==> src/rtl/fir_n_multicycle.sv <==
// fir_n_multicycle: time-multiplexed N-tap FIR on signed Q1.(WIDTH-1) samples.
// One shared multiplier and one shared adder walk the taps, one tap per clock,
// so each output sample takes N cycles. The phase counter p selects the tap.
//
// Build option: define FIR_SATURATE_EN to make the product and every partial
// sum saturate to [-1, 1-2^-(WIDTH-1)] instead of wrapping. Without it all
// arithmetic is plain two's-complement wrap-around.
//
// Input contract: x is sampled only on the clock edge that ends a frame
// (p == N-1); it must be stable through that last phase. Values of x during
// the other phases are ignored.
module fir_n_multicycle #(
    parameter int                    WIDTH  = 16,
    parameter int                    N      = 2,
    parameter logic [N*WIDTH-1:0]    COEFFS = {16'h2AAA, 16'h2AAA}
) (
    input  logic             CLK,
    input  logic             RST,
    input  logic [WIDTH-1:0] x,
    output logic [WIDTH-1:0] y,
    output logic [WIDTH-1:0] mul_out_show,
    output logic [WIDTH-1:0] add_out_show
);

    // Phase counter width; at least one bit even for degenerate sizes.
    localparam int PW = (N > 1) ? $clog2(N) : 1;
    localparam logic [PW-1:0] P_LAST = PW'(N - 1);

    // Saturation limits in Q1.(WIDTH-1).
    localparam logic [WIDTH-1:0] SAT_MAX = {1'b0, {(WIDTH-1){1'b1}}};
    localparam logic [WIDTH-1:0] SAT_MIN = {1'b1, {(WIDTH-1){1'b0}}};

`ifdef FIR_SATURATE_EN
    localparam bit SAT_EN = 1'b1;
`else
    localparam bit SAT_EN = 1'b0;
`endif

    // ------------------------------------------------------------------
    // State
    // ------------------------------------------------------------------
    logic [PW-1:0]    p;
    logic [WIDTH-1:0] sd [N];
    logic [WIDTH-1:0] acc;

    // Coefficient table unpacked from the packed parameter; h[0] in the LSBs.
    logic [WIDTH-1:0] h [N];

    for (genvar k = 0; k < N; k++) begin : g_coeff
        assign h[k] = COEFFS[k*WIDTH +: WIDTH];
    end

    // ------------------------------------------------------------------
    // Datapath
    // ------------------------------------------------------------------
    logic [WIDTH-1:0]          sd_sel;
    logic [WIDTH-1:0]          h_sel;
    logic signed [2*WIDTH-1:0] prod;
    logic signed [2*WIDTH-1:0] prod_sh;
    logic                      mul_ovf;
    logic [WIDTH-1:0]          mul_out;
    logic [WIDTH-1:0]          acc_in;
    logic [WIDTH:0]            sum_ext;
    logic                      add_ovf;
    logic [WIDTH-1:0]          add_out;

    // Shared multiplier: full signed product, rescaled by an arithmetic shift
    // of WIDTH-1 (truncation toward minus infinity). The result only fits in
    // WIDTH bits when every bit from 2*WIDTH-1 down to WIDTH-1 of the shifted
    // product agrees; in practice only -1 * -1 breaks that.
    always_comb begin
        sd_sel  = sd[p];
        h_sel   = h[p];
        prod    = $signed({{WIDTH{sd_sel[WIDTH-1]}}, sd_sel})
                * $signed({{WIDTH{h_sel[WIDTH-1]}},  h_sel});
        prod_sh = prod >>> (WIDTH - 1);
        mul_ovf = !((&prod_sh[2*WIDTH-1:WIDTH-1]) || !(|prod_sh[2*WIDTH-1:WIDTH-1]));
        mul_out = prod_sh[WIDTH-1:0];
        if (SAT_EN && mul_ovf) begin
            mul_out = prod_sh[2*WIDTH-1] ? SAT_MIN : SAT_MAX;
        end
    end

    // Shared adder: the first tap of a frame starts from zero rather than the
    // accumulator, so a frame never depends on the previous frame's sum.
    // Overflow is a disagreement between the carry-out sign and result sign.
    always_comb begin
        acc_in  = (p == '0) ? '0 : acc;
        sum_ext = {acc_in[WIDTH-1], acc_in} + {mul_out[WIDTH-1], mul_out};
        add_ovf = sum_ext[WIDTH] ^ sum_ext[WIDTH-1];
        add_out = sum_ext[WIDTH-1:0];
        if (SAT_EN && add_ovf) begin
            add_out = sum_ext[WIDTH] ? SAT_MIN : SAT_MAX;
        end
    end

    // Debug taps simply mirror the live multiplier and adder results.
    always_comb begin
        mul_out_show = mul_out;
        add_out_show = add_out;
    end

    // ------------------------------------------------------------------
    // Sequential state
    // ------------------------------------------------------------------

    // Phase counter, accumulator, output register and delay line. At the
    // frame-end edge the finished sum goes to y, the accumulator is cleared
    // and the delay line shifts in the new sample, all on the same edge.
    always_ff @(posedge CLK) begin
        if (RST) begin
            p   <= '0;
            acc <= '0;
            y   <= '0;
            for (int k = 0; k < N; k++) begin
                sd[k] <= '0;
            end
        end else begin
            if (p == P_LAST) begin
                p     <= '0;
                y     <= add_out;
                acc   <= '0;
                sd[0] <= x;
                for (int k = 1; k < N; k++) begin
                    sd[k] <= sd[k-1];
                end
            end else begin
                p   <= p + PW'(1);
                acc <= add_out;
            end
        end
    end

endmodule

==> config.mk <==
export PLATFORM = sky130hd
export DESIGN_NAME = fir_n_multicycle
export DESIGN_NICKNAME = d
export VERILOG_FILES = /design/src/rtl/fir_n_multicycle.sv
export SDC_FILE = /design/constraint.sdc
export NUM_CORES = 1
export LEC_CHECK = 0
export ABC_AREA = 1
export CORE_ASPECT_RATIO = 0.7
export CORE_MARGIN = 2
export CORE_UTILIZATION = 65
export DETAILED_ROUTE_END_ITERATION = 10
export PLACE_DENSITY = 0.88
export RECOVER_POWER = 25
export SLEW_MARGIN = 10
export SYNTH_ARGS = -nofsm -noshare
export SYNTH_HDL_FRONTEND = slang
export SYNTH_SLANG_ARGS = --single-unit
==> constraint.sdc <==
create_clock -name CLK -period 12.9 [get_ports CLK]
set_input_delay 1.935 -clock CLK [delete_from_list [all_inputs] [get_ports CLK]]
set_output_delay 1.935 -clock CLK [all_outputs]
set_load 0.01 [all_outputs]
==> flow_summary.json <==
{
  "area.growth.synth_to_final_pct": 14.8,
  "timing.rr.end": "acc[15]",
  "synth_top_flop_cell": "dfxtp_1",
  "hp-class": "flop to flop",
  "async_flop_share": 0,
  "critPathCaptureType": "primary output",
  "cts_tree": "yes",
  "finalSetupTns_ns": 0,
  "chipHeight_um": 94.8,
  "worst_path_most_repeated_cell": "inv_1",
  "critPathMaxStageDelay_ns": 0.53,
  "finalSetupViolCount": 0,
  "r2r_slack_ns": 5.09,
  "fmax_mhz": 95.4,
  "antenna_found_initial": 0,
  "syn_area_per_cell_um2": 7.96,
  "cts_buffers": 9,
  "final_hold_viol_count": 0,
  "status": "finished clean",
  "worstRegToRegCells": 32,
  "drtPass1Iterations": 6,
  "syn-num-nets": 1161,
  "seq_area_um2": 1620,
  "crit_fanout": 48,
  "drv_cap": 0,
  "whs_path_depth": 2,
  "synth_edf_count": 32,
  "startpoint_type": "flop",
  "die_area_um2": 12700,
  "fin_worst_skew_ns": 0.00653,
  "crit_type": "flop to primary output",
  "cts_resized": 0,
  "clk_latency_ns": 0.34,
  "fillerInstances": 816,
  "grt_max_degree": 49,
  "dp.cells": 1173,
  "clkTransAtPathRegs_ns": 0.06,
  "core_um2": 11600,
  "drtIter0Drc": 567,
  "drv_slew": 0,
  "gp_congestion": 1.02,
  "holdPathEnd": "y[5]",
  "drc": 0,
  "wl_met3_um": 2060,
  "multiInputGateArea_um2": 5090,
  "dieWidth_um": 134,
  "arrival_ns": 8.55,
  "mostFrequentLayoutCell": "inv_1",
  "min_from": "y[5]",
  "post_cts_hold_buffer_count": 0,
  "worst-endpoint-required_ns": 10.97,
  "cpLargestDelayFamily": "adder cells",
  "rows": 33,
  "start_util": 0.660,
  "h-tree-depth": 3,
  "grt_pass1_wl_um": 32700,
  "dp_hpwl_um": 16100,
  "mostFrequentLayoutCells": "231 x inv_1, 153 x nand2_1, 118 x ha_1",
  "synth_area_um2": 7660,
  "ios": 66,
  "root_buffer": "clkbuf_16",
  "post_drt_wl_per_cell_um": 16.7,
  "grt_usage": 0.338,
  "m1WireLength_um": 9400,
  "period_share": 0.813,
  "drive_gt1_frac": 0.0359,
  "nets": 1226,
  "ant_nets": 0,
  "wirelength_um": 19800,
  "yosysSeqAreaShare": 0.212,
  "critPathSlowestCell": "fa_1",
  "highest_layer": "met4",
  "syn_inst": 962,
  "fin_crit_ns": 10.48,
  "final_cells": 1189,
  "crit_buf_inv": 11,
  "routed_via_density": 5.39,
  "timing.rr.start": "p",
  "grt_pass1_vias": 6563,
  "slew_headroom": 0.136,
  "overflow": 0,
  "wl_met2_um": 8090,
  "clkSinkCount": 65,
  "synth_warnings": 0,
  "rsz0062_at_grt": "false",
  "worst_slew_pin_slew_ns": 1.29,
  "cts_max_path_buffers": 2,
  "port_buffers": 65,
  "yosysUniqueCellTypes": 41,
  "route.vias.total": 6404,
  "antennaDiodeCount": 0,
  "cts_setup_buffers": 0,
  "synth-seq-cells": 65
}
[worst max-delay path by stage]
| stage | start | endpoint | slack [ns] | cells past startpoint |
|---|---|---|---|---|
| CTS | p | add_out_show[15] | 2.59 | 34 |
| floorplan | p | add_out_show[10] | 4.26 | 32 |
| detailed placement | p | add_out_show[15] | 3.04 | 34 |
| finish | p | add_out_show[15] | 2.42 | 34 |
| global placement | p | add_out_show[15] | 3.33 | 34 |
| global route | p | add_out_show[15] | 2.04 | 34 |
[tightest hold or removal path: stages, from the launching register on]
cell and delay, ns:
dfxtp_1 0.32, nand2_1 0.05, o21ai_0 0.06
[cells in the mapped netlist, drive strengths merged (4+ instances only)]
cell type,instances,area (um2)
xor2,34,305
nor3,4,20.0
ha,118,1480
nand3,25,130
o21a,4,32.5
or2,6,37.5
nand4,4,25.0
nor2,90,345
a21oi,39,195
edfxtp,32,961
a21o,5,37.5
o21ai,58,298
xnor2,22,193
dfxtp,33,661
nand2,156,593
inv,233,877
clkbuf,11,41.3
buf,4,26.3
fa,63,1260
[flip-flops by register name, summed over array words and instances (netlist names)]
name	flops
acc	16
p	1
sd	32
y	16
[cells by family (layout without fill, tap and decap cells)]
group,count (synthesis),count (layout),share of synthesized area
buf+inv,249,319,0.124
simple gates,292,292,0.156
xor+xnor,56,56,0.0650
fa+ha+maj,181,181,0.357
flops,65,65,0.212
compound gates,119,119,0.0858
[per-layer routing]
layer  GRT usage  vias to the layer above
li1            -                     3113
met1       0.482                     2987
met2       0.510                      273
met3      0.0977                       31
met4      0.0789                        0
met5           0                        -
[layout make-up]
cell class,count,area share
repair buffers,69,0.0774
well taps,157,0.0223
flip-flops and latches,65,0.184
inverters,234,0.100
clock buffers,9,0.0256
multi-input cells,648,0.578
clock inverters,7,0.0117
[per-stage QoR]
stage	utilization	hold slack [ns]	cell area [um2]	worst slack (ns)
2_1_floorplan	-	0.476	7660	4.26
3_3_place_gp	0.730	0.440	8470	3.33
3_5_place_dp	0.730	0.446	8470	3.04
4_1_cts	0.758	0.461	8800	2.59
5_1_grt	0.758	0.486	8790	2.04
6_report	0.758	0.455	8790	2.42
Power is not shown: default switching activity piles up to over one toggle a cycle in this logic, so the estimate is an artifact.
